===== src/rtl/mul_div_unit.sv =====
// Iterative multiply/divide unit for the EXE stage. Owns HI/LO, stalls the
// pipeline through busy while an operation runs, and takes MTHI/MTLO writes.
//
// state | meaning
// IDLE  | waiting for mul_start/div_start; operands latched on start
// CALC  | one multiplier bit or one quotient bit per cycle, ITER cycles
// FIX   | sign correction and HI/LO commit
// DONE  | done pulse; pipeline advances; start inputs ignored
module mul_div_unit #(
  parameter int WIDTH = 32,
  parameter int ITER  = 32
) (
  input  logic             clk,
  input  logic             resetn,
  input  logic             mul_start,
  input  logic             div_start,
  input  logic             is_signed,
  input  logic [WIDTH-1:0] src_a,
  input  logic [WIDTH-1:0] src_b,
  input  logic             mthi_we,
  input  logic             mtlo_we,
  input  logic [WIDTH-1:0] mt_data,
  input  logic             flush,
  output logic [WIDTH-1:0] hi,
  output logic [WIDTH-1:0] lo,
  output logic             busy,
  output logic             done
);

  typedef enum logic [1:0] {S_IDLE, S_CALC, S_FIX, S_DONE} state_t;

  localparam logic [4:0] LAST_CNT = 5'(ITER - 1);

  state_t             state;
  logic [4:0]         cnt;
  logic               op_div;
  logic               sign_res;
  logic               sign_a;
  // Multiply: multiplicand. Divide: divisor.
  logic [WIDTH-1:0]   opnd;
  // Multiply: {partial product, remaining multiplier bits}.
  // Divide:   {partial remainder, dividend bits shifting out / quotient in}.
  logic [2*WIDTH-1:0] acc;

  logic [WIDTH-1:0]   abs_a, abs_b;
  logic [WIDTH:0]     mul_sum;
  logic [WIDTH:0]     div_shift, div_trial;
  logic [2*WIDTH-1:0] mul_next, div_next;
  logic [WIDTH-1:0]   quot, rem;

  // Operand magnitudes for signed ops and one iteration step of each algorithm
  always_comb begin
    abs_a     = (is_signed && src_a[WIDTH-1]) ? -src_a : src_a;
    abs_b     = (is_signed && src_b[WIDTH-1]) ? -src_b : src_b;
    mul_sum   = {1'b0, acc[2*WIDTH-1:WIDTH]} + (acc[0] ? {1'b0, opnd} : {(WIDTH+1){1'b0}});
    mul_next  = {mul_sum, acc[WIDTH-1:1]};
    div_shift = {acc[2*WIDTH-1:WIDTH], acc[WIDTH-1]};
    div_trial = div_shift - {1'b0, opnd};
    div_next  = div_trial[WIDTH] ? {div_shift[WIDTH-1:0], acc[WIDTH-2:0], 1'b0}
                                 : {div_trial[WIDTH-1:0], acc[WIDTH-2:0], 1'b1};
    quot      = acc[WIDTH-1:0];
    rem       = acc[2*WIDTH-1:WIDTH];
  end

  // Stall request; already high in the issuing cycle
  always_comb begin
    busy = resetn & ((state == S_IDLE && (mul_start || div_start) && !flush) ||
                     state == S_CALC || state == S_FIX);
  end

  // Sequencer, datapath registers and HI/LO; the FIX commit is placed after
  // the MT writes so it wins when both land in the same cycle
  always_ff @(posedge clk or negedge resetn) begin
    if (!resetn) begin
      state    <= S_IDLE;
      cnt      <= '0;
      op_div   <= 1'b0;
      sign_res <= 1'b0;
      sign_a   <= 1'b0;
      opnd     <= '0;
      acc      <= '0;
      hi       <= '0;
      lo       <= '0;
      done     <= 1'b0;
    end else begin
      done <= 1'b0;
      if (mthi_we) hi <= mt_data;
      if (mtlo_we) lo <= mt_data;
      if (flush) begin
        state <= S_IDLE;
      end else begin
        case (state)
          S_IDLE: begin
            if (mul_start || div_start) begin
              op_div   <= div_start;
              sign_res <= is_signed & (src_a[WIDTH-1] ^ src_b[WIDTH-1]);
              sign_a   <= is_signed & src_a[WIDTH-1];
              opnd     <= div_start ? abs_b : abs_a;
              acc      <= {{WIDTH{1'b0}}, (div_start ? abs_a : abs_b)};
              cnt      <= '0;
              state    <= S_CALC;
            end
          end
          S_CALC: begin
            acc <= op_div ? div_next : mul_next;
            cnt <= cnt + 5'd1;
            if (cnt == LAST_CNT) state <= S_FIX;
          end
          S_FIX: begin
            if (!op_div) begin
              {hi, lo} <= sign_res ? -acc : acc;
            end else if (opnd != '0) begin
              lo <= sign_res ? -quot : quot;
              hi <= sign_a ? -rem : rem;
            end
            done  <= 1'b1;
            state <= S_DONE;
          end
          default: state <= S_IDLE;
        endcase
      end
    end
  end

endmodule

===== config.mk =====
export PLATFORM = sky130hd
export DESIGN_NAME = mul_div_unit
export DESIGN_NICKNAME = d
export VERILOG_FILES = /design/src/rtl/mul_div_unit.sv
export SDC_FILE = /design/constraint.sdc
export NUM_CORES = 1
export LEC_CHECK = 0
export ABC_AREA = 1
export CAP_MARGIN = 10
export CELL_PAD_IN_SITES_DETAIL_PLACEMENT = 1
export CELL_PAD_IN_SITES_GLOBAL_PLACEMENT = 2
export CORE_MARGIN = 2
export CORE_UTILIZATION = 31
export DETAILED_ROUTE_END_ITERATION = 8
export PLACE_DENSITY_LB_ADDON = 0.1
export SYNTH_ARGS = -nofsm -noshare
export SYNTH_HDL_FRONTEND = slang
export SYNTH_SLANG_ARGS = --single-unit

===== constraint.sdc =====
create_clock -name clk -period 3.6 [get_ports clk]
set_input_delay 0.72 -clock clk [delete_from_list [all_inputs] [get_ports clk]]
set_output_delay 0.72 -clock clk [all_outputs]
set_load 0.03 [all_outputs]

Word level (Yosys, flattened, before mapping)
Index checks and enable logic that the tools add are counted.
- memories kept: 0
- bits in latches: 0
- logic and storage cells: 73
- memory bits (read-only): 0
- register bits after elaboration: 171
- RAM bits: 0
- output and inout port bits: 66
- input bits: 104
- divide/modulo/power cells: 0
- add/sub/neg operators: 8
- shift-type cells: 0
- muxes and demuxes: 30
- multipliers: 0
- equality and inequality tests: 6
- reductions and logical operators: 14
- order comparisons: 0
- bitwise operators: 5
- operator list (cell ; number):
    two-way mux 32 bit ; 17
    two-way mux 64 bit ; 4
    negation 32 bit ; 4
    case mux 64 bit (2 select lines) ; 1
    negation 64 bit ; 1
    adder 32 x 32 -> 33 bit ; 1
    subtractor 33 x 32 -> 33 bit ; 1
    nonzero test 32 bit ; 1
    case mux 5 bit (2 select lines) ; 1
    two-way mux 2 bit ; 3
    inequality test 3 x 2 -> 1 bit, second input constant ; 2
    case mux 2 bit (3 select lines) ; 1
    AND reduction 3 bit ; 2
    adder 5 x 1 -> 5 bit, second input constant ; 1
    equality test 5 bit, second input constant ; 1
    two-way mux 5 bit ; 1
    logical AND 1 bit ; 4
    AND 1 bit ; 3
    logical OR 1 bit ; 3
    equality test 2 x 1 -> 1 bit, second input constant ; 1
    equality test 2 bit, second input constant ; 1
    zero test 2 bit ; 1
    two-way mux 1 bit ; 2
    inequality test 2 x 1 -> 1 bit, second input constant ; 1
    5 further kinds ; 5

Depth between registers and ports, before layout
- depth in word-level cells: 6
- depth in mapped cells: 22
- gate-level depth less buffers: 20

Least setup slack after synthesis
No wires, ideal clock.
- path type: input to output
- from: input port div_start
- to: output port busy
- required time: 2880 ps
- data arrival time: 1976 ps
- setup slack: 904 ps
- cell stages on the path: 6
- path through: buf_2 nor2_2 nor2_4 inv_1 clkbuf_1 a31oi_1
- longest elaborated chain between the ends: 6
- ends and longest elaborated chain (element ; line ; RTL):
    start, declared ; 16 ; input logic div_start,
    logical OR 1 bit ; 67 ; busy = resetn & ((state == S_IDLE && (mul_start || div_start) && !flush) ||
    logical AND 1 bit (2 in series) ; 67 ;
    logical OR 1 bit ; 67 ;
    logical OR 1 bit ; 68 ; state == S_CALC || state == S_FIX);
    AND 1 bit ; 67 ;
    end, declared ; 26 ; output logic busy,
Every way passes these cells.

Final worst setup path
- from: register opnd[20]
- to: register hi[7]
- longest elaborated chain between the ends: 5
- ends and longest elaborated chain (element ; line ; RTL):
    start, declared ; 40 ; logic [WIDTH-1:0] opnd;
    start signal, assigned ; 98 ; opnd <= div_start ? abs_b : abs_a;
    nonzero test 32 bit ; 112 ; end else if (opnd != '0) begin
    two-way mux 32 bit ; 112 ;
    two-way mux 32 bit ; 110 ; if (!op_div) begin
    two-way mux 32 bit ; 92 ; case (state)
    two-way mux 32 bit ; 89 ; if (flush) begin
    end signal, assigned ; 87 ; if (mthi_we) hi <= mt_data;
    end signal, assigned ; 111 ; {hi, lo} <= sign_res ? -acc : acc;
    end signal, assigned ; 114 ; hi <= sign_a ? -rem : rem;
    end, declared ; 24 ; output logic [WIDTH-1:0] hi,
Every way passes these cells.
A chain may end at the register's enable or synchronous reset.

==> flow_summary_export.csv <==
group,metric,value,unit
run_status,status,"finished, final reports clean",
clock_network,clk-insertion-delay-late,510,ps
synthesis,synthTopCellsByCount,"1102 x nand2_1, 421 x inv_1, 384 x nor2_1",
worst_setup_path,cp-end-kind,"flop",
power,p_leak,11.5,nW
worst_setup_path,crit_path_start_kind,"flop",
floorplan,fp.dieW,252,um
final_layout,fillCellCount,8242,
global_route,antenna_found_initial,2,
clock_network,clock_sinks,171,
floorplan,start_util,0.311,
clock_network,cts_setup_buffers,0,
detailed_routing,viasPerCell,5.28,
detailed_routing,first_pass_iters,5,
detailed_routing,totalWireLength,96.3,mm
timing,finalCriticalPeriod,3210,ps
detailed_routing,final_antenna_net_count,0,
clock_network,path_clk_slew,90,ps
floorplan,die_h,252,um
floorplan,ios,170,
timing,slew_viol_final,0,
clock_network,cts_buffer_depth,2,
global_route,track_usage,0.301,
timing,hold_violations,0,
synthesis,synth.largest_area_cell,"dfrtp_1",
final_layout,nets,3628,
synthesis,synth_area,19100,sq um
timing,timing.hold.ws,70.3,ps
global_route,grt_max_degree,155,
power,power.density,847,nW/um^2
floorplan,die_area,63600,sq um
final_layout,syn_to_final_growth,17.2,%
clock_network,cts.hold.buffers_added,0,
worst_setup_path,path_max_fanout,13,
synthesis,synth.most_common_cell,"nand2_1",
floorplan,coreArea,61400,sq um
final_layout,instances_no_fill,4251,
placed_design,place_hpwl,79.7,mm
timing,setup_tns,0,ps
placed_design,dpl.cell_count,4220,
clock_network,cts_max_level,4,
timing,rsz0062_at_grt,"no",
global_route,grt-ovfl-total,0,
clock_network,ctsResizeCount,0,
synthesis,ys_top_cells_by_area,"dfrtp_1 22%, nand2_1 22%, inv_1 8.3%",
timing,fmax,0.311,GHz
synthesis,ys_ff_latch,171,
synthesis,avgSynthCellArea,5.76,sq um
min_path,hp-class,"input pin to asynchronous set/reset pin",
placed_design,place_congestion,0.949,
worst_setup_path,crit_required,4000,ps
worst_setup_path,cp.arrival,3620,ps
timing,skew,26.7,ps
timing,setup_viol_count_final,0,
synthesis,synth_warnings,0,
job,maxCapViolCount,0,
timing,slew_headroom,0.183,
timing,post-route-period-util,0.892,
synthesis,synth_top_area_frac,0.224,
final_layout,design_area,22400,sq um
synthesis,ys_async_sr_fraction,1.00,
synthesis,ys_seq_area_frac,0.224,
timing,worstMarginPinSlew,1220,ps
synthesis,syn-num-nets,3494,
synthesis,syn_inst,3315,
clock_network,tritoncts,"yes",
global_route,grt_pass1_vias,22900,
clock_network,clock-root-buffer,"clkbuf_16",
detailed_routing,drt_iter0_drc,1371,
synthesis,ys.flop_type,"dfrtp_1",
floorplan,rows,91,
synthesis,synth_edf_count,0,
final_layout,diodes,0,
synthesis,ys_types,57,
clock_network,cts_buffers,17,
detailed_routing,drc,0,
power,irDropWorstVdd,872,uV
placed_design,port_buffers,169,
final_layout,layout-drive-gt1-share,0.0483,
detailed_routing,dr_total_vias,22400,
global_route,grt_pass1_wl,144,mm
detailed_routing,wl_per_cell,22.6,um
placed_design,placed_area,21800,sq um
worst_setup_path,path_class,"flop to flop",
==> worst max-delay path, cell delays in order, from the launching register on <==
cell and delay, ps:
dfrtp_1 480, inv_1 160, nand4_1 120, nor2_1 50, nand2_1 130, nor2_2 100, nor2_1 920, inv_1 450
o21ai_0 440, nor2_1 80, a22oi_1 160
==> through the flow <==
step | utilization | total power, mW | setup WS (ps)
floorplan | - | 12.1 | 904
finish | 0.365 | 19.0 | 388
global placement | 0.355 | 16.7 | 437
global route | 0.365 | 20.6 | 258
CTS | 0.365 | 19.0 | 474
detailed placement | 0.355 | 16.9 | 428
==> flip-flops by register name, indices dropped and copies added (netlist names), 2 cells and up <==
register	count
acc	64
hi	32
lo	32
opnd	32
cnt	5
state	2
==> path summary, 6_finish.rpt <==
path | to | slack, ps | cells past startpoint | from
worst max-delay path | hi[7] | 390 | 10 | opnd[20]
worst min-delay path | hi[16] | 70 | 1 | resetn
worst max register to register | hi[7] | 390 | 10 | opnd[20]
worst min register to register | cnt[4] | 530 | 1 | cnt[4]
max in group asynchronous | op_div | 2250 | 2 | resetn
min in group clk | cnt[4] | 530 | 1 | cnt[4]
==> cell usage in the layout (no fill, tap or decap), drive strengths merged, types with 16 or more instances in the layout <==
cell / netlist / routed
a21oi: 181 / 181
a22oi: 16 / 16
a31oi: 24 / 24
buf: 48 / 65
clkbuf: 69 / 17
clkdlybuf4s50: 0 / 167
dfrtp: 171 / 171
ha: 73 / 73
inv: 427 / 434
nand2: 1112 / 1112
nand3: 294 / 294
nand3b: 18 / 18
nand4: 37 / 37
nor2: 404 / 404
nor3: 35 / 35
o211ai: 33 / 33
o21ai: 201 / 201
o21bai: 16 / 16
xnor2: 18 / 18
xor2: 64 / 64
==> final cells by class <==
type,instances,area [sq um],share of cell area
Tap cell,790,988,0.0441
Clock buffer,17,425,0.0190
Multi-Input combinational cell,2595,12700,0.567
Sequential cell,171,4280,0.191
Timing Repair Buffer,232,2210,0.0988
Inverter,432,1620,0.0724
Clock inverter,14,174,0.00776
==> where the power goes <==
group | leakage, nW | switching [mW] | internal (mW)
sequential | 2.09 | 0.967 | 2.67
combinational | 9.11 | 9.26 | 4.07
clock | 0.290 | 1.02 | 0.989
==> cell families after synthesis <==
family | Yosys count | share of synthesized area
buf+inv | 549 | 0.113
mux | 8 | 0.00419
xor+xnor | 82 | 0.0376
fa+ha+maj | 75 | 0.0499
compound gates | 509 | 0.151
flops | 171 | 0.224
simple gates | 1921 | 0.421
==> metal layers <==
metal,vias to the layer above,track usage,wire [um]
li1,10900,-,-
met1,11000,0.390,43400
met2,431,0.520,46200
met3,99,0.0316,3370
met4,0,0.106,3240
met5,-,0,0
Note: power is estimated with default switching activity, not from simulation.
